## config.mk

```make
export PLATFORM = sky130hd
export DESIGN_NAME = portal_msg_assembler_flat
export DESIGN_NICKNAME = d
export VERILOG_FILES = /design/src/rtl/portal_pkg.sv /design/src/rtl/portal_msg_assembler_if.sv /design/src/rtl/sat_counter32.sv /design/src/rtl/portal_msg_assembler.sv /design/src/flat_wrapper.sv
export SDC_FILE = /design/constraint.sdc
export NUM_CORES = 1
export LEC_CHECK = 0
export CORE_ASPECT_RATIO = 0.6
export CORE_UTILIZATION = 25
export DETAILED_ROUTE_END_ITERATION = 12
export SYNTH_ARGS = -nofsm -noshare
export SYNTH_HDL_FRONTEND = slang
export SYNTH_SLANG_ARGS = --single-unit
```

## constraint.sdc

```tcl
create_clock -name CLK -period 5.85 [get_ports CLK]
set_clock_uncertainty 0.15 [all_clocks]
set_input_delay 1.17 -clock CLK [delete_from_list [all_inputs] [get_ports CLK]]
set_output_delay 1.17 -clock CLK [all_outputs]
set_load 0.005 [all_outputs]
```

## src/rtl/portal_pkg.sv

```systemverilog
// Shared portal types: header/message layouts and the assembler state encoding.
package portal_pkg;

  typedef struct packed {
    logic [15:0] meth_id;
    logic [15:0] count;
  } portal_hdr_t;

  typedef struct packed {
    logic [31:0] tag;
    logic [31:0] meth;
    logic [31:0] v;
  } portal_msg_t;

  typedef enum logic [1:0] {
    HDR   = 2'd0,
    PAY   = 2'd1,
    DRAIN = 2'd2,
    FULL  = 2'd3
  } asm_state_t;

  localparam int PORTAL_HEARD_TAG = 1;

endpackage

```

## src/rtl/portal_msg_assembler_if.sv

```systemverilog
// Word-in / message-out handshake bundle for the portal message assembler.
interface portal_msg_assembler_if;
  import portal_pkg::*;

  logic        word_enq__ENA;
  logic [31:0] word_enq_v;
  logic        word_enq__RDY;
  logic        pipe_enq__ENA;
  portal_msg_t pipe_enq_v;
  logic        pipe_enq__RDY;

  // slave = assembler side, master = word source / message sink side
  modport slave (
    input  word_enq__ENA, word_enq_v, pipe_enq__RDY,
    output word_enq__RDY, pipe_enq__ENA, pipe_enq_v
  );

  modport master (
    output word_enq__ENA, word_enq_v, pipe_enq__RDY,
    input  word_enq__RDY, pipe_enq__ENA, pipe_enq_v
  );

endinterface

```

## src/rtl/sat_counter32.sv

```systemverilog
// 32-bit event counter that sticks at all-ones; synchronous clear has priority.
module sat_counter32 (
  input  logic        CLK,
  input  logic        clr,
  input  logic        inc,
  output logic [31:0] count
);

  always_ff @(posedge CLK) begin
    if (clr)
      count <= '0;
    else if (inc && (count != 32'hFFFF_FFFF))
      count <= count + 32'd1;
  end

endmodule

```

## src/rtl/portal_msg_assembler.sv

```systemverilog
// Assembles header + payload portal words into one {tag, meth, v} message.
// Optional statistics outputs are enabled by defining PORTAL_ASM_STATS_EN.
module portal_msg_assembler
  import portal_pkg::*;
#(
  parameter int MAX_WORDS = 16,
  parameter int CNT_W     = 16
) (
  input  logic                   CLK,
  input  logic                   nRST,
  portal_msg_assembler_if.slave  bus,
`ifdef PORTAL_ASM_STATS_EN
  output logic [31:0]            msg_count,
  output logic [31:0]            drop_count,
`endif
  output logic                   drop_pulse
);

  localparam logic [CNT_W-1:0] MAX_N   = CNT_W'(MAX_WORDS);
  localparam logic [CNT_W-1:0] CNT_ONE = CNT_W'(1);

  asm_state_t       state_p0, state_nxt;
  logic [CNT_W-1:0] cnt_p0,   cnt_nxt;
  logic [CNT_W-1:0] num_p0,   num_nxt;
  portal_msg_t      msg_p0,   msg_nxt;
  logic             drop_p0,  drop_nxt;

  portal_hdr_t      hdr;
  logic [CNT_W-1:0] hdr_n;
  logic             word_acc;
  logic             last_word;
  logic             pipe_xfer;

  assign hdr       = portal_hdr_t'(bus.word_enq_v);
  assign hdr_n     = CNT_W'(hdr.count);
  assign word_acc  = bus.word_enq__ENA && (state_p0 != FULL);
  // The counter never exceeds N-1, so N=all-ones drains without wrapping.
  assign last_word = (cnt_p0 == (num_p0 - CNT_ONE));
  assign pipe_xfer = (state_p0 == FULL) && bus.pipe_enq__RDY;

  always_comb begin
    state_nxt = state_p0;
    cnt_nxt   = cnt_p0;
    num_nxt   = num_p0;
    msg_nxt   = msg_p0;
    drop_nxt  = 1'b0;
    case (state_p0)
      HDR: begin
        if (word_acc) begin
          msg_nxt.tag  = {16'h0000, hdr.meth_id + 16'(PORTAL_HEARD_TAG)};
          msg_nxt.meth = '0;
          msg_nxt.v    = '0;
          num_nxt      = hdr_n;
          cnt_nxt      = '0;
          if (hdr_n == '0)
            state_nxt = FULL;
          else if (hdr_n > MAX_N)
            state_nxt = DRAIN;
          else
            state_nxt = PAY;
        end
      end
      PAY: begin
        if (word_acc) begin
          if (cnt_p0 == '0)
            msg_nxt.meth = bus.word_enq_v;
          if (cnt_p0 == CNT_ONE)
            msg_nxt.v = bus.word_enq_v;
          if (last_word) begin
            cnt_nxt   = '0;
            state_nxt = FULL;
          end else begin
            cnt_nxt = cnt_p0 + CNT_ONE;
          end
        end
      end
      DRAIN: begin
        if (word_acc) begin
          if (last_word) begin
            cnt_nxt   = '0;
            drop_nxt  = 1'b1;
            state_nxt = HDR;
          end else begin
            cnt_nxt = cnt_p0 + CNT_ONE;
          end
        end
      end
      FULL: begin
        if (bus.pipe_enq__RDY)
          state_nxt = HDR;
      end
      default: state_nxt = HDR;
    endcase
  end

  // Stage p0: FSM state, word counter, held message and drop pulse
  always_ff @(posedge CLK) begin
    if (!nRST) begin
      state_p0 <= HDR;
      cnt_p0   <= '0;
      num_p0   <= '0;
      msg_p0   <= '0;
      drop_p0  <= 1'b0;
    end else begin
      state_p0 <= state_nxt;
      cnt_p0   <= cnt_nxt;
      num_p0   <= num_nxt;
      msg_p0   <= msg_nxt;
      drop_p0  <= drop_nxt;
    end
  end

  assign bus.word_enq__RDY = (state_p0 != FULL);
  assign bus.pipe_enq__ENA = (state_p0 == FULL);
  assign bus.pipe_enq_v    = msg_p0;
  assign drop_pulse        = drop_p0;

`ifdef PORTAL_ASM_STATS_EN
  sat_counter32 u_msg_cnt (
    .CLK   (CLK),
    .clr   (!nRST),
    .inc   (pipe_xfer),
    .count (msg_count)
  );

  sat_counter32 u_drop_cnt (
    .CLK   (CLK),
    .clr   (!nRST),
    .inc   (drop_p0),
    .count (drop_count)
  );
`else
  logic unused_xfer;
  assign unused_xfer = pipe_xfer;
`endif

endmodule

```

## src/flat_wrapper.sv

```systemverilog
// flat-port wrapper written by rule: the top's interface ports become plain ports
module portal_msg_assembler_flat import portal_pkg::*;
#(
  parameter int MAX_WORDS = 16,
  parameter int CNT_W     = 16
)
  (CLK, nRST, drop_pulse, bus_word_enq__ENA, bus_word_enq_v, bus_pipe_enq__RDY, bus_word_enq__RDY, bus_pipe_enq__ENA, bus_pipe_enq_v);
  portal_msg_assembler_if bus_i ();
  input  logic CLK;
  input  logic nRST;
  output logic drop_pulse;
  input wire logic [$bits(bus_i.word_enq__ENA)-1:0] bus_word_enq__ENA;
  input wire logic [$bits(bus_i.word_enq_v)-1:0] bus_word_enq_v;
  input wire logic [$bits(bus_i.pipe_enq__RDY)-1:0] bus_pipe_enq__RDY;
  output wire logic [$bits(bus_i.word_enq__RDY)-1:0] bus_word_enq__RDY;
  output wire logic [$bits(bus_i.pipe_enq__ENA)-1:0] bus_pipe_enq__ENA;
  output wire logic [$bits(bus_i.pipe_enq_v)-1:0] bus_pipe_enq_v;
  assign bus_i.word_enq__ENA = bus_word_enq__ENA;
  assign bus_i.word_enq_v = bus_word_enq_v;
  assign bus_i.pipe_enq__RDY = bus_pipe_enq__RDY;
  assign bus_word_enq__RDY = bus_i.word_enq__RDY;
  assign bus_pipe_enq__ENA = bus_i.pipe_enq__ENA;
  assign bus_pipe_enq_v = bus_i.pipe_enq_v;
  portal_msg_assembler #(.MAX_WORDS(MAX_WORDS), .CNT_W(CNT_W)) u_core (.CLK(CLK), .nRST(nRST), .bus(bus_i), .drop_pulse(drop_pulse));
endmodule
```

; ---- Yosys cells after proc, flatten, opt, wreduce, memory -nomap -nowiden
; Index checks and enable logic that the tools add are counted.
[totals]
reg_bits = 115
latch_bits = 0
mem_bits_rw = 0
romBits = 0
inputBits = 36
word_cells = 58
memories = 0
[classes]
n_addsub = 3
n_mul = 0
div_mod_pow = 0
order_cmp = 1
n_eq_ne = 15
shift = 0
muxes = 19
bitwise = 0
reduce_logical = 13
[ops]
columns = operator, n
row1 = 2-to-1 mux 64 bit, 2
row2 = one-hot mux 64 bit (2 select lines), 1
row3 = 2-to-1 mux 32 bit, 2
row4 = 2-to-1 mux 16 bit, 3
row5 = adder 16 x 1 -> 16 bit (second input constant), 2
row6 = zero test 16 bit, 2
row7 = one-hot mux 16 bit (2 select lines), 1
row8 = == test 16 x 1 -> 1 bit (second input constant), 1
row9 = == test 16 bit, 1
row10 = greater-than comparator 16 x 5 -> 1 bit (second input constant), 1
row11 = 2-to-1 mux 2 bit, 8
row12 = != test 2 x 1 -> 1 bit (second input constant), 8
row13 = subtractor 16 x 1 -> 16 bit (second input constant), 1
row14 = one-hot mux 2 bit (4 select lines), 1
row15 = AND reduction 4 bit, 2
row16 = AND reduction 3 bit, 2
row17 = AND reduction 6 bit, 1
row18 = == test 2 bit (second input constant), 2
row19 = != test 2 bit (second input constant), 2
row20 = nonzero test 2 bit, 2
row21 = == test 2 x 1 -> 1 bit (second input constant), 1
row22 = zero test 2 bit, 1
row23 = AND reduction 2 bit, 1
row24 = OR reduction 2 bit, 1
row25 = other kinds (2), 2

; ---- Depth between registers and ports, before layout
[logic_depth]
depth_word = 5
mapped_depth = 11
depth_no_buf = 9

; ---- Worst setup path after synthesis
; Ideal clock, no wire load.
[synth_path]
path_type = flip-flop to flip-flop
from = reg u_core.num_p0[4]
to = reg u_core.state_p0[0]
setup_time_ns = 0.091
arrival_time_ns = 2.518
required_time_ns = 5.609
slack_ns = 3.091
path_stages_with_launch = 10
path_buffers = 2
cell_sequence = dfxtp_1 buf_6 or4_4 or3_1 or3_1 a221oi_2 nand4_1 buf_4 o211a_1 a311oi_1
[synth_between]
elab_chain_cells = 4
elab_cells_between_ends = 5
cone_classes = add/sub: 1 / eq/ne: 3 / reduce/logical: 1
[synth_rtl]
columns = item, line
row1 = "start, declared", portal_msg_assembler.sv:24  ; logic [CNT_W-1:0] num_p0, num_nxt;
row2 = "start signal, assigned", portal_msg_assembler.sv:107  ; num_p0 <= num_nxt;
row3 = subtractor 16 x 1 -> 16 bit (*), portal_msg_assembler.sv:38  ; assign last_word = (cnt_p0 == (num_p0 - CNT_ONE));
row4 = == test 16 bit (*), portal_msg_assembler.sv:38
row5 = != test 2 x 1 -> 1 bit (no source line), --
row6 = AND reduction 6 bit (no source line) (*), --
row7 = "end signal, assigned", portal_msg_assembler.sv:105  ; state_p0 <= state_nxt;
row8 = "end, declared", portal_msg_assembler.sv:22  ; asm_state_t state_p0, state_nxt;
; Mark *: on every way between the ends. The rest lies on a longest branch, timed or not.
; A chain may end at the register's enable or synchronous reset.

; ---- Worst setup path after layout
[layout_path]
from = reg u_core.num_p0[0]
to = reg u_core.cnt_p0[4]
[layout_between]
elab_chain_cells = 5
[layout_rtl]
columns = item, line
row1 = subtractor 16 x 1 -> 16 bit, portal_msg_assembler.sv:38
row2 = == test 16 bit, portal_msg_assembler.sv:38
row3 = 2-to-1 mux 16 bit, "portal_msg_assembler.sv:69, portal_msg_assembler.sv:79"
row4 = 2-to-1 mux 16 bit, portal_msg_assembler.sv:78  ; if (word_acc) begin
row5 = one-hot mux 16 bit (2 select lines), portal_msg_assembler.sv:47  ; case (state_p0)
row6 = "end signal, assigned", portal_msg_assembler.sv:106  ; cnt_p0 <= cnt_nxt;
row7 = "end, declared", portal_msg_assembler.sv:23  ; logic [CNT_W-1:0] cnt_p0, cnt_nxt;
; No other way between the ends. The select of a mux whose other input is x is not followed.

==> key figures <==
Worst setup path
  – Slowest stage delay, CP: 0.72 ns
  – Critical Path RT: 5.97 ns
  – CP Data Arrival Time: 3.98 ns
  – Critical path launch point type: register
  – Worst-path fanout max: 20
  – WS Path Type: register to register
  – Setup slack, reg-to-reg: 1.99 ns
  – Critical path endpoint category: register
  – CP max stage cell: nand4_1
  – Cell Chain, Critical Path: inv_1 > ha_1 > or3b_2 > or4_1 > mux2i_1 > nor3_1 > nand4_1 > nand3_1 > o311ai_0

Clock network
  – Clk_lat worst skew: 0.42 ns
  – CTS clk-pin slew, worst paths: 0.06 ns
  – Clock Sinks: 115
  – Post-CTS setup buffers: 0
  – Hold_buf cts: 0
  – CTS Buf Count: 17
  – CTS Buffer Depth: 2
  – Resized cells post-CTS: 0
  – TritonCTS clock tree: done
  – Root Buffer: clkbuf_16
  – # H-tree levels: 4

STA
  – Hold WS: 0.302 ns
  – Worst slew margin: 24.6%
  – Period minus WS final: 3.86 ns
  – Final setup violation count: 0
  – Worst Tran Pin Value: 1.13 ns
  – Hold Vio Cnt, Final: 0
  – Tcrit/Tclk final: 66.1%
  – RSZ-0062 raised after global routing: false
  – Achievable frequency: 259 MHz
  – Sum Neg Setup Slack: 0 ns
  – Fin. max-slew vios: 0

Logic synthesis
  – Syn Std Cell Area: 5530 um2
  – Asr flop ratio synth: 0%
  – Dominant cell type by area after synthesis: dfxtp_1
  – Post-synth EDFFs: 0
  – Yosys reg bits: 115
  – Synthesized instance count: 707
  – Synthesized area per cell: 7.82 um2
  – Sequential element share of the synthesized area: 41.6%
  – Synth top area share: 41.6%
  – Post-synth cell types: 53
  – Main synth FF type: dfxtp_1
  – Synth top area cells: dfxtp_1, nand2_1, nand3_1
  – Yosys Warn Count: 0

Drt
  – Router iterations before antenna repair: 5
  – Via-per-instance ratio: 4.86
  – Final ANT Viol Nets: 0
  – WL final: 17600 um
  – Routed length per instance: 16.2 um
  – Vias post-DR: 5276
  – DRC: 0
  – DRT iter0 DRCs: 366

Floorplanning
  – Row count: 41
  – Boundary Pins: 135
  – Die span in y: 117 um
  – Core area: 21300 um2
  – Effective utilization at floorplan: 25.9%
  – Chip Width: 194 um
  – Die footprint: 22700 um2

Place
  – Dpl hpwl: 11700 um
  – Area post-placement: 6830 um2
  – GP Congestion: 0.885
  – I/O Buffers: 118

Global routing
  – Grt ovf: 0
  – Largest net degree at the start of global routing: 100
  – GRT Util Overall: 15.6%
  – Initial antenna violation count: 0
  – Wire length of the first global-routing pass: 27700 um
  – Vias in the first global route: 4884

Layout
  – Share of layout cells above drive strength 1: 6.32%
  – Multi-input logic area: 2880 um2
  – Final Cell Area: 7440 um2
  – Ant. Diodes: 0
  – Register Area: 2300 um2
  – Most frequent cells in the layout: nand2_1, clkdlybuf4s50_1, dfxtp_1
  – Final nets: 840
  – # fillers: 2242
  – Layout area overhead: 34.6%
  – Commonest non-fill, non-tap cell in the layout: nand2_1

Power and ir drop
  – Leakage power total: 2.55 nW
  – Worst vdd ir: 0.241 mV
  – Power Dens Cells: 395 nW/um2

Status
  – Status: completed

Hold path
  – Hold WC Path Type: register to register

Flow run
  – Max_cap viols: 0
kinds of logic (layout without fill, tap and decap cells):
group	Yosys count	in the layout	share of synthesized area, %
simple gates	318	318	27.6
compound gates	134	134	14.7
other cells	1	16	0.0678
flops	115	115	41.6
buf+inv	89	174	7.35
mux	5	5	0.905
fa+ha+maj	10	10	2.26
xor+xnor	35	35	5.54
per-stage QoR:
step | instances | utilization [%] | worst slack, ns | total power (W)
after global placement | 1054 | 32.0 | 2.07 | 0.00185
final | 1086 | 34.9 | 1.99 | 0.00294
after CTS | 1086 | 34.9 | 2.03 | 0.00296
after detailed placement | 1054 | 32.0 | 1.91 | 0.00186
after global routing | 1086 | 34.9 | 1.62 | 0.00310
after floorplan | 722 | - | 3.09 | 0.00151
path summary, 6_finish.rpt:
check / end / depth (start not counted) / start
max: u_core.cnt_p0[4]$_SDFFE_PN0P_ / 9 / u_core.num_p0[0]$_SDFFE_PN0P_
min: u_core.bus.pipe_enq_v[8]$_SDFFE_PN0P_ / 2 / u_core.bus.pipe_enq_v[8]$_SDFFE_PN0P_
max reg2reg: u_core.cnt_p0[4]$_SDFFE_PN0P_ / 9 / u_core.num_p0[0]$_SDFFE_PN0P_
min reg2reg: u_core.bus.pipe_enq_v[8]$_SDFFE_PN0P_ / 2 / u_core.bus.pipe_enq_v[8]$_SDFFE_PN0P_
layer usage:
metal  wire length [um]  track usage, %
met1               9050            22.5
met3               1410            5.62
met5                  0               0
met2               7020            21.7
met4                104            3.81
registers in the layout (all words and copies together) (netlist names):
| register | count |
|---|---|
| u_core.num_p0 | 16 |
| u_core.bus.pipe_enq_v | 80 |
| u_core.cnt_p0 | 16 |
| u_core.drop_pulse | 1 |
| u_core.state_p0 | 2 |
layout make-up:
cell class / instances / area share (%)
multi-input combinational: 518 / 38.7
inverter: 18 / 0.908
clock buffer: 18 / 5.90
timing repair buffer: 124 / 16.5
tap: 279 / 4.69
sequential: 115 / 30.9
clock inverter: 14 / 2.37
worst max-delay path: cells and delay by family, from the launching register on:
kind	cells	cell delay [ns]
flip-flops	1	0.35
adder cells (fa/ha/maj)	1	0.19
AND/OR/NAND/NOR	5	2.61
multiplexers	1	0.15
buffers and inverters	1	0.07
AO/OA/AOI/OAI	1	0.20
cells in the mapped netlist (2+ instances only):
cell	n
o31ai_1	2
nand4_1	12
a31o_2	2
xnor2_1	17
or2_2	3
a41oi_1	3
buf_1	4
a311oi_1	2
nor4b_1	2
or3_1	4
ha_1	10
nor4_1	10
and2_1	5
nor2b_1	7
a21o_1	2
and3_1	15
clkbuf_1	48
nand3_1	87
nor3_1	6
or4_1	2
nand2_1	125
buf_4	17
inv_1	17
mux2i_1	5
nor2_1	28
o21ai_0	6
nand4b_1	2
a21oi_1	84
dfxtp_1	115
xor2_1	18
a211oi_1	16
and4_1	3
o311ai_0	8
power breakdown:
group          internal (W)  switching, W
sequential         0.000878     0.0000830
combinational      0.000358      0.000529
clock              0.000686      0.000404
No activity file was read; power rests on OpenSTA's default activity.
